<file path="src/rtl/adc7478_ctrl_pkg.sv">
// Shared definitions for the AD7478 serial ADC controller.
//   state_e      : controller states (IDLE, CONV, QUIET)
//   FRAME_SCLKS  : SCLK periods per conversion frame
//   DB7_SAMPLE   : capture index (1-based) that carries DB7
//   DB0_SAMPLE   : capture index (1-based) that carries DB0
//   DATA_W       : width of the converted sample
package adc7478_ctrl_pkg;

  typedef enum logic [1:0] {
    ST_IDLE  = 2'd0,
    ST_CONV  = 2'd1,
    ST_QUIET = 2'd2
  } state_e;

  localparam int FRAME_SCLKS = 16;
  localparam int DB7_SAMPLE  = 4;
  localparam int DB0_SAMPLE  = 11;
  localparam int DATA_W      = 8;

  // Two clk_in edges per SCLK period.
  localparam int CONV_EDGES  = 2 * FRAME_SCLKS;
  localparam int CNT_W       = $clog2(CONV_EDGES + 1);

  // Capture register shifts left, so sample k ends up at bit FRAME_SCLKS-k.
  localparam int DB7_BIT     = FRAME_SCLKS - DB7_SAMPLE;
  localparam int DB0_BIT     = FRAME_SCLKS - DB0_SAMPLE;

endpackage

</file>
<file path="src/rtl/adc7478_ctrl.sv">
// AD7478 serial ADC controller.
// Runs one 16-SCLK conversion frame per request and returns DB7..DB0.
// Ports:
//   clk_in : system clock, all outputs registered on its rising edge
//   reset  : synchronous active-high reset
//   start  : level conversion request, examined only in IDLE
//   cs     : ADC chip select, active low
//   clk    : ADC serial clock (SCLK), idles high
//   so     : ADC serial data (SDATA)
//   eoc    : one-cycle end-of-conversion strobe, data valid when high
//   data   : last converted sample, MSB = DB7
module adc7478_ctrl
  import adc7478_ctrl_pkg::*;
#(
  parameter int QUIET_CYCLES = 2
) (
  input  logic              clk_in,
  input  logic              reset,
  input  logic              start,
  output logic              cs,
  output logic              clk,
  input  logic              so,
  output logic              eoc,
  output logic [DATA_W-1:0] data
);

  localparam int QW = (QUIET_CYCLES > 1) ? $clog2(QUIET_CYCLES) : 1;

  state_e                 state_q;
  logic                   cs_q;
  logic                   clk_q;
  logic                   eoc_q;
  logic [DATA_W-1:0]      data_q;
  logic [CNT_W-1:0]       cnt_q;
  logic [QW-1:0]          qcnt_q;
  logic [FRAME_SCLKS-1:0] shreg_q;

  always_ff @(posedge clk_in) begin
    if (reset) begin
      state_q <= ST_IDLE;
      cs_q    <= 1'b1;
      clk_q   <= 1'b1;
      eoc_q   <= 1'b0;
      data_q  <= '0;
      cnt_q   <= '0;
      qcnt_q  <= '0;
      shreg_q <= '0;
    end else begin
      eoc_q <= 1'b0;
      case (state_q)
        ST_IDLE: begin
          cs_q  <= 1'b1;
          clk_q <= 1'b1;
          if (start) begin
            cs_q    <= 1'b0;
            cnt_q   <= '0;
            shreg_q <= '0;
            state_q <= ST_CONV;
          end
        end

        ST_CONV: begin
          if (cnt_q == CNT_W'(CONV_EDGES)) begin
            cs_q    <= 1'b1;
            clk_q   <= 1'b1;
            data_q  <= shreg_q[DB7_BIT:DB0_BIT];
            eoc_q   <= 1'b1;
            qcnt_q  <= '0;
            state_q <= ST_QUIET;
          end else begin
            clk_q <= ~clk_q;
            cnt_q <= cnt_q + 1'b1;
            // cnt_q odd means this is an even edge: SCLK rises, sample so.
            if (cnt_q[0]) begin
              shreg_q <= {shreg_q[FRAME_SCLKS-2:0], so};
            end
          end
        end

        ST_QUIET: begin
          if (qcnt_q == QW'(QUIET_CYCLES - 1)) begin
            state_q <= ST_IDLE;
          end else begin
            qcnt_q <= qcnt_q + 1'b1;
          end
        end

        default: state_q <= ST_IDLE;
      endcase
    end
  end

  assign cs   = cs_q;
  assign clk  = clk_q;
  assign eoc  = eoc_q;
  assign data = data_q;

endmodule

</file>
<file path="config.mk">
export PLATFORM = sky130hd
export DESIGN_NAME = adc7478_ctrl
export DESIGN_NICKNAME = d
export VERILOG_FILES = /design/src/rtl/adc7478_ctrl_pkg.sv /design/src/rtl/adc7478_ctrl.sv
export SDC_FILE = /design/constraint.sdc
export NUM_CORES = 1
export LEC_CHECK = 0
export ABC_AREA = 1
export CAP_MARGIN = 20
export CORE_UTILIZATION = 24
export DETAILED_ROUTE_END_ITERATION = 8
export PLACE_DENSITY_LB_ADDON = 0.3
export SLEW_MARGIN = 0
export SYNTH_ARGS = -nofsm -noshare
export SYNTH_HDL_FRONTEND = slang
export SYNTH_SLANG_ARGS = --single-unit
</file>
<file path="constraint.sdc">
create_clock -name clk_in -period 1.3 [get_ports clk_in]
set_input_delay 0.39 -clock clk_in [delete_from_list [all_inputs] [get_ports clk_in]]
set_output_delay 0.39 -clock clk_in [all_outputs]
set_load 0.1 [all_outputs]
</file>
==> impl_metrics.ini <==
[grt]
grt_max_degree = 18
first_global_vias = 1338
grt.total_usage_pct = 12.5
grt_remaining_overflow = 0
antenna_found_initial = 0
grt_pass1_wl_um = 6020

[logic_synthesis]
synth_nets = 209
synthesis.area_um2 = 1440
syn_inst = 203
synth.area.top_cells = dfxtp_1 (46%), nand2_1 (13%), nor2_1 (7.8%)
netlist.area_leader.share_pct = 45.8
ys_seq_area_share_pct = 45.8
synth-seq-cells = 33
yosysWarnings = 0
ys_types = 23
syn_area_per_cell_um2 = 7.10
yosysTopAreaCell = dfxtp_1

[power_and_ir_drop]
vdd_drop_max_mv = 0.499
power-per-cell-area_nw_per_um2 = 1260
leakagePower_nw = 1.00

[clock_tree]
path_clk_slew_ns = 0.07
tritoncts = yes
clockBufferDepth = 2
clk-insertion-delay-late_ns = 0.29
cts_num_sinks = 33
clock-root-buffer = clkbuf_8
cts_hold_buf = 0
cts-buffers-inserted = 5
htreeDepth = 2

[floorplanning]
start_util_pct = 25.5
die_area_um2 = 6320
coreArea_um2 = 5640
die-width_um = 79.5
pin_count = 15
rows = 27
die_y_um = 79.5

[critical_path]
worstPathArrival_ns = 1.62
worstReg2RegStart = cnt_q[0]$_SDFFE_PP0P_
crit_type = reg2reg
endpoint_kind = flip-flop
r2r_slack_ns = -0.1
worstRegToRegCells = 11
cp-start-kind = flip-flop
regToRegEndpoint = cnt_q[1]$_SDFFE_PP0P_
critPathMaxFanout = 4
critPathRequiredTime_ns = 1.53

[routing]
ant_nets = 0
vias_per_cell = 4.25
drt_wl_total_um = 3510
dr.pass1.iters = 4
drc = 0
dr_total_vias = 1386
wl_per_cell_um = 10.8
drtIter0Drc = 44

[timing]
fmax_mhz = 716
skew_ns = 0.00448
maxSlewViolCount = 0
rsz0062_at_grt = yes
fin_hold_ws_ns = 0.456
finalHoldViolations = 0
slew_headroom_pct = 81.0
layout_min_cycle_time_ns = 1.40
tns_ns = -1.35
worst_slew_pin_slew_ns = 0.284
setup_viol_count_final = 29
fin_crit_sh_pct = 107
final.setup.worst_slack_ns = -0.0964

[status]
violations = negative setup slack
status = finished, violations left

[job]
drv_cap = 0

[cells_and_area]
drive_above_1_share_pct = 42.1
fillerInstances = 554
insertedDiodeCount = 0
finalInstanceArea_um2 = 2290
nNetsFinal = 259
final_core_util_pct = 40.5
fin_cells = 326
syn_to_final_growth_pct = 58.7

[min_path]
holdPathStages = 2
hold_end = data[7]$_SDFFE_PP0P_
hp-class = reg2reg
min_from = shreg_q[12]$_SDFFE_PP0P_

[placement]
postPlaceCellArea_um2 = 1950
gp_congestion = 0.856
dp.cells = 308
port_buffers = 14
hpwlAfterDp_um = 2250
==> state kept, by name, summed over array words and instances (netlist names) <==
| signal | count |
|---|---|
| state_q | 2 |
| eoc | 1 |
| cnt_q | 6 |
| clk | 1 |
| qcnt_q | 1 |
| shreg_q | 13 |
| cs | 1 |
| data | 8 |
==> stage by stage <==
step           setup WS [ns]  total power [mW]
2_1_floorplan        0.00102              1.68
3_3_place_gp          -0.358              1.92
3_5_place_dp          -0.388              1.92
4_1_cts              -0.0421              2.76
5_1_grt               -0.178              3.06
6_report             -0.0964              2.88
==> cell usage in the layout (no fill, tap or decap), types with 4 or more instances in the layout <==
cell type	count
inv_1	20
inv_2	8
nand2_1	40
nor2_1	25
dfxtp_2	14
buf_4	25
buf_12	11
nand2_2	10
dfxtp_1	19
nand3_1	9
nand3_4	6
clkbuf_8	5
nor2_2	4
buf_6	6
nand4_1	5
a21oi_1	12
o21ai_1	5
a21oi_2	4
==> critical path, cell delays in order, from the launching register on <==
cell and delay (ns):
dfxtp_2 0.32, inv_2 0.08, ha_4 0.13, inv_2 0.04
nor2_4 0.20, nand3_2 0.09, nand2_2 0.09, o21ai_1 0.06
buf_4 0.16, nand2_2 0.05, nand2_1 0.04, nor2_1 0.07
==> synthesized netlist by cell type (all sizes together) <==
cell type / count
clkinv: 1
nand4: 5
nor2: 32
nand3: 14
nand3b: 1
o211ai: 2
o21ai: 10
nand2: 52
inv: 28
clkbuf: 3
o21bai: 1
buf: 3
dfxtp: 33
a21oi: 16
ha: 2
==> timing repair <==
item / CTS / global route
setup buffers: 1 / 4
cloned: 3 / 2
pin swaps: 3 / 7
hold endpoints to repair: 0 / 0
gates resized for setup: 16 / 40
setup endpoints to repair: 26 / 29
==> kinds of logic after synthesis <==
logic type	synth area share, %
simple gates	31.9
buf+inv	9.98
flops	45.8
compound gates	10.6
fa+ha+maj	1.74
==> final cells by class <==
type	instances	area, um^2	share of cell area, %
inverter	29	109	4.76
timing repair buffer	45	504	22.0
clock inverter	2	10.0	0.438
clock buffer	6	72.6	3.17
tap	72	90.1	3.94
sequential	33	678	29.6
multi-input combinational	139	823	36.0
==> worst max-delay path by stage <==
stage	start	cells past startpoint	slack, ns	end
global placement	start	6	-0.36	cnt_q[4]$_SDFFE_PP0P_
finish	cnt_q[0]$_SDFFE_PP0P_	11	-0.1	cnt_q[1]$_SDFFE_PP0P_
CTS	cnt_q[0]$_SDFFE_PP0P_	8	-0.04	qcnt_q$_SDFFE_PP0P_
global route	cnt_q[0]$_SDFFE_PP0P_	11	-0.18	cnt_q[1]$_SDFFE_PP0P_
detailed placement	start	6	-0.39	cnt_q[3]$_SDFFE_PP0P_
floorplan	eoc$_SDFF_PP0_	0	0.001	eoc
==> routing by layer <==
metal  vias to the layer above  wire length (um)  GRT usage [%]
li1                        748                 -              -
met1                       610              1680           14.4
met2                        22              1650           20.9
met3                         6               122           3.77
met4                         0                66           6.00
met5                         -                 0              0
==> power breakdown <==
part	leakage, nW	total [mW]	switching (mW)	internal (mW)
clock network	0.0450	0.751	0.381	0.371
logic	0.682	0.947	0.560	0.387
registers	0.275	1.18	0.0605	1.12
total	1.00	2.88	1.00	1.87
(Power assumes the default switching activity.)
